[src/rtl/mem_arbiter.sv]
// rtl/mem_arbiter.sv - two-port (fetch, load/store) round-robin memory arbiter; optional MEM_ARB_ALIGN_CHK_EN alignment check
module mem_arbiter #(
    parameter int ADDR_W = 32,
    parameter int DATA_W = 32
) (
    input  logic              clk,
    input  logic              rst,
    input  logic              if_req,
    input  logic [ADDR_W-1:0] if_addr,
    output logic              if_ack,
    output logic [DATA_W-1:0] if_rdata,
    input  logic              ls_req,
    input  logic              ls_we,
    input  logic [2:0]        ls_mode,
    input  logic [ADDR_W-1:0] ls_addr,
    input  logic [DATA_W-1:0] ls_wdata,
    output logic              ls_ack,
    output logic [DATA_W-1:0] ls_rdata,
    output logic              ls_err,
    output logic [ADDR_W-1:0] mem_addr,
    output logic [DATA_W-1:0] mem_write,
    output logic              mem_is_read,
    output logic              mem_is_write,
    output logic [2:0]        mem_mode,
    input  logic [DATA_W-1:0] mem_read,
    output logic              busy
);

    typedef enum logic [1:0] {IDLE, ISSUE, RESP} state_t;

    state_t            state_q, state_d;
    logic              gnt_ls_q, gnt_ls_d;     // port owning the access in flight
    logic              last_ls_q, last_ls_d;   // port granted most recently
    logic              we_q, we_d;
    logic              bad_q, bad_d;           // access suppressed as misaligned
    logic [ADDR_W-1:0] mem_addr_q, mem_addr_d;
    logic [DATA_W-1:0] mem_write_q, mem_write_d;
    logic [2:0]        mem_mode_q, mem_mode_d;
    logic              mem_is_read_q, mem_is_read_d;
    logic              mem_is_write_q, mem_is_write_d;
    logic              if_ack_q, if_ack_d;
    logic              ls_ack_q, ls_ack_d;
    logic              ls_err_q, ls_err_d;
    logic              busy_q, busy_d;
    logic [DATA_W-1:0] if_rdata_q, if_rdata_d;
    logic [DATA_W-1:0] ls_rdata_q, ls_rdata_d;
    logic              ls_bad;
    logic              if_elig, ls_elig, pick_ls;

    // Classify the pending load/store request as misaligned or not
`ifdef MEM_ARB_ALIGN_CHK_EN
    always_comb begin
        case (ls_mode)
            3'b000, 3'b100: ls_bad = 1'b0;
            3'b001, 3'b101: ls_bad = ls_addr[0];
            3'b010:         ls_bad = |ls_addr[1:0];
            default:        ls_bad = 1'b1;
        endcase
    end
`else
    always_comb begin
        ls_bad = 1'b0;
    end
`endif

    // Next-state and registered-output logic: grant in IDLE, strobe in ISSUE, respond in RESP
    always_comb begin
        state_d        = state_q;
        gnt_ls_d       = gnt_ls_q;
        last_ls_d      = last_ls_q;
        we_d           = we_q;
        bad_d          = bad_q;
        mem_addr_d     = mem_addr_q;
        mem_write_d    = mem_write_q;
        mem_mode_d     = mem_mode_q;
        mem_is_read_d  = 1'b0;
        mem_is_write_d = 1'b0;
        if_ack_d       = 1'b0;
        ls_ack_d       = 1'b0;
        ls_err_d       = 1'b0;
        if_rdata_d     = if_rdata_q;
        ls_rdata_d     = ls_rdata_q;
        // A port still showing its ack this cycle is finishing, not asking again
        if_elig        = if_req && !if_ack_q;
        ls_elig        = ls_req && !ls_ack_q;
        pick_ls        = ls_elig && (!if_elig || !last_ls_q);

        case (state_q)
            IDLE: begin
                if (if_elig || ls_elig) begin
                    state_d   = ISSUE;
                    gnt_ls_d  = pick_ls;
                    last_ls_d = pick_ls;
                    if (pick_ls) begin
                        mem_addr_d     = ls_addr;
                        mem_write_d    = ls_wdata;
                        mem_mode_d     = ls_mode;
                        we_d           = ls_we;
                        bad_d          = ls_bad;
                        mem_is_write_d = ls_we && !ls_bad;
                        mem_is_read_d  = !ls_we && !ls_bad;
                    end else begin
                        mem_addr_d     = if_addr;
                        mem_mode_d     = 3'b010;
                        we_d           = 1'b0;
                        bad_d          = 1'b0;
                        mem_is_read_d  = 1'b1;
                    end
                end
            end
            ISSUE: begin
                state_d = RESP;
            end
            RESP: begin
                state_d = IDLE;
                if (gnt_ls_q) begin
                    ls_ack_d = 1'b1;
                    ls_err_d = bad_q;
                    if (!we_q && !bad_q) begin
                        ls_rdata_d = mem_read;
                    end
                end else begin
                    if_ack_d   = 1'b1;
                    if_rdata_d = mem_read;
                end
            end
            default: begin
                state_d = IDLE;
            end
        endcase

        busy_d = (state_d != IDLE);
    end

    // State and output registers; reset abandons any access in flight
    always_ff @(posedge clk or posedge rst) begin
        if (rst) begin
            state_q        <= IDLE;
            gnt_ls_q       <= 1'b0;
            last_ls_q      <= 1'b1;
            we_q           <= 1'b0;
            bad_q          <= 1'b0;
            mem_addr_q     <= '0;
            mem_write_q    <= '0;
            mem_mode_q     <= 3'b000;
            mem_is_read_q  <= 1'b0;
            mem_is_write_q <= 1'b0;
            if_ack_q       <= 1'b0;
            ls_ack_q       <= 1'b0;
            ls_err_q       <= 1'b0;
            busy_q         <= 1'b0;
            if_rdata_q     <= '0;
            ls_rdata_q     <= '0;
        end else begin
            state_q        <= state_d;
            gnt_ls_q       <= gnt_ls_d;
            last_ls_q      <= last_ls_d;
            we_q           <= we_d;
            bad_q          <= bad_d;
            mem_addr_q     <= mem_addr_d;
            mem_write_q    <= mem_write_d;
            mem_mode_q     <= mem_mode_d;
            mem_is_read_q  <= mem_is_read_d;
            mem_is_write_q <= mem_is_write_d;
            if_ack_q       <= if_ack_d;
            ls_ack_q       <= ls_ack_d;
            ls_err_q       <= ls_err_d;
            busy_q         <= busy_d;
            if_rdata_q     <= if_rdata_d;
            ls_rdata_q     <= ls_rdata_d;
        end
    end

    assign if_ack       = if_ack_q;
    assign if_rdata     = if_rdata_q;
    assign ls_ack       = ls_ack_q;
    assign ls_rdata     = ls_rdata_q;
    assign ls_err       = ls_err_q;
    assign mem_addr     = mem_addr_q;
    assign mem_write    = mem_write_q;
    assign mem_is_read  = mem_is_read_q;
    assign mem_is_write = mem_is_write_q;
    assign mem_mode     = mem_mode_q;
    assign busy         = busy_q;

endmodule

[config.mk]
export PLATFORM = sky130hd
export DESIGN_NAME = mem_arbiter
export DESIGN_NICKNAME = d
export VERILOG_FILES = /design/src/rtl/mem_arbiter.sv
export SDC_FILE = /design/constraint.sdc
export NUM_CORES = 1
export LEC_CHECK = 0
export CAP_MARGIN = 20
export CELL_PAD_IN_SITES_DETAIL_PLACEMENT = 0
export CELL_PAD_IN_SITES_GLOBAL_PLACEMENT = 1
export CORE_ASPECT_RATIO = 1.2
export CORE_MARGIN = 2
export CORE_UTILIZATION = 32
export CTS_CLUSTER_SIZE = 40
export DETAILED_ROUTE_END_ITERATION = 8
export MAX_ROUTING_LAYER = met4
export PLACE_DENSITY = 0.89
export SLEW_MARGIN = 10
export SYNTH_ARGS = -nofsm -noshare
export SYNTH_HDL_FRONTEND = slang
export SYNTH_SLANG_ARGS = --single-unit
[constraint.sdc]
create_clock -name clk -period 5.74 [get_ports clk]
set_input_delay 1.435 -clock clk [delete_from_list [all_inputs] [get_ports clk]]
set_output_delay 1.435 -clock clk [all_outputs]
set_load 0.02 [all_outputs]
Yosys cells after proc, flatten, opt, wreduce, memory -nomap -nowiden:

Index checks and enable logic that the tools add are counted.
W data, S select, Z words.

* register bits: 141
* output and inout bits: 137
* input bits: 136
* logic and storage cells: 48

* bitwise gates (word level): 1
* eq/ne operators: 2
* mux-type cells: 14
* reductions and logical operators: 17

Operators with widths (number)
* $mux W32: 1
* $mux W1: 10
* $logic_not A1 Y1: 6
* $reduce_and A3 Y1: 2
* $pmux W2 S2: 1
* $reduce_and A2 Y1: 2
* $logic_and A1 B1 Y1: 3
* $mux W3: 1
* $eq A2 B1 Y1 const B: 1
* $eq A2 B2 Y1 const B: 1
* $logic_not A2 Y1: 1
* $logic_or A1 B1 Y1: 2
* $mux W2: 1
* $reduce_bool A2 Y1: 1
* $not A1 Y1: 1

Logic depth before layout (Yosys ltp):

* word-level depth: 8
* mapped depth: 6
* depth with buffers taken out: 4

Least setup slack after synthesis:

Ideal clock, no wire load.

* path kind: input-to-reg
* start: input port if_req
* end: register mem_write_q[0] (netlist: mem_write[0])
* cell stages on the path: 6
* library setup time: 127 ps
* required time: 5613 ps
* setup slack: 3162 ps
* path buffers: 3
* arrival time: 2451 ps
* path through: and3b_1 buf_2 nor3_4 buf_6 buf_8 mux2_1

* cells in the longest elaborated chain, start to end: 5
* elaborated cells on any way between the ends: 6
* those cells by class: 6 x reduce/logical

Ends and longest elaborated chain
* from (decl): line 8 `input logic if_req,`
* $logic_and A1 B1 Y1 (*): line 84 `if_elig = if_req && !if_ack_q;`
* $logic_not A1 Y1: line 86 `pick_ls = ls_elig && (!if_elig || !last_ls_q);`
* $logic_or A1 B1 Y1: line 86
* $logic_and A1 B1 Y1: line 86
* $reduce_and A3 Y1 (no source line) (*)
* to (signal assigned): line 161 `mem_write_q <= mem_write_d;`
* to (decl): line 37 `logic [DATA_W-1:0] mem_write_q, mem_write_d;`

Every way passes the cells marked *; elsewhere a longest branch is shown, timed or not.
A chain may end at the register's enable or synchronous reset.

Final worst setup path:

* start: register ls_ack_q (netlist: ls_ack)
* end: output port ls_ack

RTL lines
* from (decl): line 42 `logic ls_ack_q, ls_ack_d;`
* from (signal assigned): line 166 `ls_ack_q <= ls_ack_d;`
* to (decl): line 17 `output logic ls_ack,`

No word-level cell between the ends.

==> impl_metrics.tcl <==
set metrics [dict create \
    clk_pin_slew_ns 0.06 \
    die_x_um 129 \
    chipHeight_um 154 \
    hold_viol 0 \
    postCtsSetupRepairBufs 0 \
    placed_area_sq_um 8920 \
    clock-skew-final_ns 0.00950 \
    place_hpwl_mm 12.7 \
    yosys_warnings 0 \
    root_buffer "clkbuf_16" \
    slew_headroom_pct 31.3 \
    outcome "finished, final reports clean" \
    grt_max_degree 114 \
    cts_tree "done" \
    setup_slack_ns 2.16 \
    synth_top_area_share_pct 58.2 \
    synth_edf_count 0 \
    vdd_drop_max_uv 317 \
    grt_pass1_vias 5165 \
    fill_cells 1559 \
    yosys.area.top_type "dfrtp_1" \
    rsz0062_at_grt "false" \
    pre_cts_ws_ns 1.77 \
    synth_common_cells "dfrtp_1, mux2_2, and3b_1" \
    grt_util_all_layers_pct 19.0 \
    arrival_ns 2.14 \
    drc 0 \
    yosys-top-cells-area "dfrtp_1, mux2_2, and3b_1" \
    ctsHoldBuffers 0 \
    fin_crit_ns 3.58 \
    via_per_inst 5.05 \
    synth_seq_area_share_pct 58.6 \
    tns_ns 0 \
    finalCritPeriodShare_pct 62.3 \
    power.density_nw_per_um2 609 \
    coreArea_sq_um 18300 \
    total_power_mw 5.83 \
    fmax_mhz 280 \
    gr-total-overflow 0 \
    ctsResizeCount 0 \
    wl_mm 18.3 \
    synth_ff_type "dfrtp_1" \
    crit_buf_inv 1 \
    cp_cell_sequence "clkdlybuf4s50_1" \
    num_vias 4830 \
    cts_buffers 17 \
    routedWlPerCell_um 19.2 \
    cp_top_family "flip-flops" \
    setup_violations 0 \
    initial_utilization_pct 32.9 \
    yosysMostFrequentCell "dfrtp_1" \
    worstSetupPathType "reg2out" \
    clkSinkCount 141 \
    synth_cell_types 29 \
    ys_ff_latch 141 \
    synth_area_sq_um 6020 \
    num_rows 54 \
    ctsLongestPathBuffers 2 \
    crit_path_top_delay_cell "dfrtp_1" \
    maxCapViolations 0 \
    port_buffers 271 \
    p_leak_nw 3.93 \
    ant_nets 0 \
    drv_slew 0 \
    synth_area_per_cell_sq_um 13.9 \
    cp-end-kind "output port" \
    layout-drive-gt1-share_pct 19.8 \
    crit_required_ns 4.30 \
    clock_latency_ns 0.41 \
    fin_area_sq_um 9580 \
    grt_first_pass_wirelength_mm 28.5 \
    cts_htree_levels 4 \
    die_area_sq_um 19900 \
    antenna_found_initial 2 \
    start_kind "flop" \
    gp_congestion 0.782 \
    drt_iter0_drc 241 \
    syn_to_final_growth_pct 59.0 \
    synthCells 433 \
    syn_nets 569 \
    cp_max_fo 34 \
    synthArstFlopShare_pct 100 \
    crit_path_max_incr_delay_ns 0.97 \
    first_pass_iters 5 \
    nets 826 \
    tightest_slew_ns 1.03 \
    pin_count 273 \
    hold_path_class "reg2reg" \
]
[where the power goes]
part	leakage [nW]	switching, mW	internal [mW]
clock	0.306	0.448	0.717
sequential	1.66	0.307	1.50
combinational	1.97	1.36	1.50
[cell usage in the layout (no fill, tap or decap), types with 7 or more instances in the layout]
master	instances
buf_4	8
mux2_2	89
a221oi_1	32
clkdlybuf4s50_1	271
o21ai_0	32
and3b_1	34
mux2_1	7
a2bb2oi_1	33
dfrtp_1	140
clkbuf_16	17
[layout make-up]
| cell class | count | area [sq um] | share of cell area [%] |
|---|---|---|---|
| multi-input combinational | 246 | 2270 | 23.7 |
| sequential | 141 | 3530 | 36.8 |
| timing repair buffer | 281 | 2820 | 29.4 |
| tap | 252 | 315 | 3.29 |
| clock inverter | 13 | 176 | 1.84 |
| antenna | 2 | 5.00 | 0.0522 |
| inverter | 3 | 18.8 | 0.196 |
| clock buffer | 19 | 453 | 4.73 |
[worst paths after layout]
| kind | startpoint | endpoint | slack [ns] | depth (start not counted) |
|---|---|---|---|---|
| setup / recovery | ls_ack$_DFF_PP0_ | ls_ack | 2.16 | 1 |
| hold / removal | ls_rdata[22]$_DFFE_PP0P_ | ls_rdata[22]$_DFFE_PP0P_ | 0.49 | 1 |
| setup reg to reg | ls_ack$_DFF_PP0_ | busy$_DFF_PP0_ | 2.95 | 5 |
| hold reg to reg | ls_rdata[22]$_DFFE_PP0P_ | ls_rdata[22]$_DFFE_PP0P_ | 0.49 | 1 |
| max in group asynchronous | rst | last_ls_q$_DFFE_PP1P_ | 3.41 | 3 |
| min in group asynchronous | rst | if_rdata[6]$_DFFE_PP0P_ | 1.46 | 2 |
[registers in the layout, indices dropped and copies added (netlist names), 2 cells and up]
signal / flops
if_rdata: 32
ls_rdata: 32
mem_addr: 32
mem_write: 32
mem_mode: 3
state_q: 2
[layer usage]
layer / global-route usage [%] / part of all wire (%)
met1: 22.4 / 39
met2: 31.0 / 50
met3: 5.98 / 9.9
met4: 5.80 / 0.92
met5: - / 0
[kinds of logic (layout without fill, tap and decap cells)]
| group | Yosys count | in the layout | share of synthesized area, % |
|---|---|---|---|
| multiplexers | 96 | 96 | 17.9 |
| AND/OR/NAND/NOR | 45 | 45 | 6.38 |
| flip-flops | 141 | 141 | 58.6 |
| buffers and inverters | 46 | 316 | 4.03 |
| other | 1 | 3 | 0.0622 |
| AO/OA/AOI/OAI | 104 | 104 | 13.0 |
[stage by stage]
stage | util (%) | hold WS [ns] | cells
2_1_floorplan | - | 0.429 | 433
3_3_place_gp | 48.6 | 0.465 | 921
3_5_place_dp | 48.7 | 0.479 | 922
4_1_cts | 52.1 | 0.492 | 954
5_1_grt | 52.3 | 0.518 | 957
6_report | 52.3 | 0.489 | 957
No activity file was read; power rests on OpenSTA's default activity.
==> variant (config.mk and constraints unchanged) <==
Take the reset off `ls_rdata_q` and load it in a clocked block of its own.
--- a/src/rtl/mem_arbiter.sv
+++ b/src/rtl/mem_arbiter.sv
@@ -150,7 +150,6 @@
             ls_err_q       <= 1'b0;
             busy_q         <= 1'b0;
             if_rdata_q     <= '0;
-            ls_rdata_q     <= '0;
         end else begin
             state_q        <= state_d;
             gnt_ls_q       <= gnt_ls_d;
@@ -167,8 +166,11 @@
             ls_err_q       <= ls_err_d;
             busy_q         <= busy_d;
             if_rdata_q     <= if_rdata_d;
-            ls_rdata_q     <= ls_rdata_d;
         end
+    end
+
+    always_ff @(posedge clk) begin
+        ls_rdata_q <= ls_rdata_d;
     end
 
     assign if_ack       = if_ack_q;
Behaviour: differs if rst is asserted again (counterexample within 4 cycles, from zero or initial values and one cycle with rst high); with rst held inactive, the same outputs for 4 cycles.
==> variant against the unedited design <==
Worst hold slack better by 0.014 ns. Utilization down 0.76 points. Setup slack better by 0.038 ns. Wire length down 8.1%. Synthesized area down 3.4%. Power down 11%. Design area down 3.3%. Sequential cell count unchanged. Via count down 6.0%. Critical endpoint unchanged.
==> variant: results (changes against the unedited design) <==
{| class="wikitable"
! Metric !! Value
|-
| Startpoint of the lowest-slack hold path || if_rdata[22]
|-
| Number of synthesized flops with an enable pin || 32 (+32)
|-
| Post-detailed-placement half-perimeter wirelength || 11880 µm (-6.8%)
|-
| Nets in the synthesized netlist || 534 (-6.2%)
|-
| Vias in the first global route || 4827 (-6.5%)
|-
| Critical path data arrival time || 2.10 ns (-0.04 ns)
|-
| Mux contribution to synthesized area || 12.58% (-5.4 points)
|-
| Compound-Gate Fraction of Synth Area || 13.68% (+0.68 points)
|-
| DR WL met3 || 1468 µm (-19%)
|-
| Overall global routing resource usage || 17.75% (-1.2 points)
|-
| Met1 Usage GRT || 20.39% (-2.0 points)
|-
| Hold Path Sink || if_rdata[22]
|-
| Pre-CTS setup slack || 1.828 ns (+0.06197 ns)
|-
| Worst hold slack || 0.5036 ns (+0.01410 ns)
|-
| Leakage power || 3.683 nW (-6.3%)
|-
| Detail-routed via count per cell || 5.072 (+0.49%)
|-
| Max Clock Skew || 0.01004 ns (+0.0005390 ns)
|-
| Ratio of cells with drive above 1 in the final layout || 16.39% (-3.4 points)
|-
| # nets final || 794 (-3.9%)
|-
| Total power per unit cell area || 560.0 nW/µm² (-8.0%)
|-
| Number of antenna violations at the first check in global routing || 0 (-2)
|-
| Iteration-0 DRC count of the detailed router || 194 (-20%)
|-
| Outcome || finished, final reports clean
|-
| Sequential group power || 1.70 mW (-6%)
|-
| Final weighted congestion in routability-driven placement || 0.7749 (-0.88%)
|-
| Internal || 3.309 mW (-11%)
|-
| R2R Path End || mem_addr[6]
|-
| Post-synthesis sequential area ratio || 63.42% (+4.8 points)
|-
| Number of inserted filler cells in the final layout || 1503 (-3.6%)
|-
| Delay of the slowest cell on the worst path || 0.93 ns (-0.04 ns)
|-
| Wire length on met1 || 6596 µm (-7.0%)
|}
==> variant: cell count changes after synthesis, moves of 2 or more <==
cell / change
mux2_1: -7
edfxtp_1: +32
mux2_2: -28
dfrtp_1: -32
buf_6: -2
mux2_4: +3
buf_4: +2
buf_2: -3
==> variant: how the worst max path moves through the flow <==
stage           start            end  slack, ns  cells past startpoint
5_1_grt        ls_ack         ls_ack       2.08                      1
4_1_cts        ls_ack         ls_ack       2.17                      1
6_report       ls_ack         ls_ack       2.20                      1
3_5_place_dp   ls_req  mem_write[20]       1.83                      6
3_3_place_gp   ls_req   mem_write[4]       1.87                      6
2_1_floorplan     rst           busy       1.43                      1
==> variant: cell type report <==
type	count	area [µm²]	share of cell area, %
repair buffers	280	2808	30.30
well taps	224	280.3	3.025
clock inverters	14	121.4	1.310
inverters	4	18.77	0.2026
clock buffers	18	429.2	4.632
flip-flops and latches	141	3690	39.82
multi-input cells	214	1918	20.70
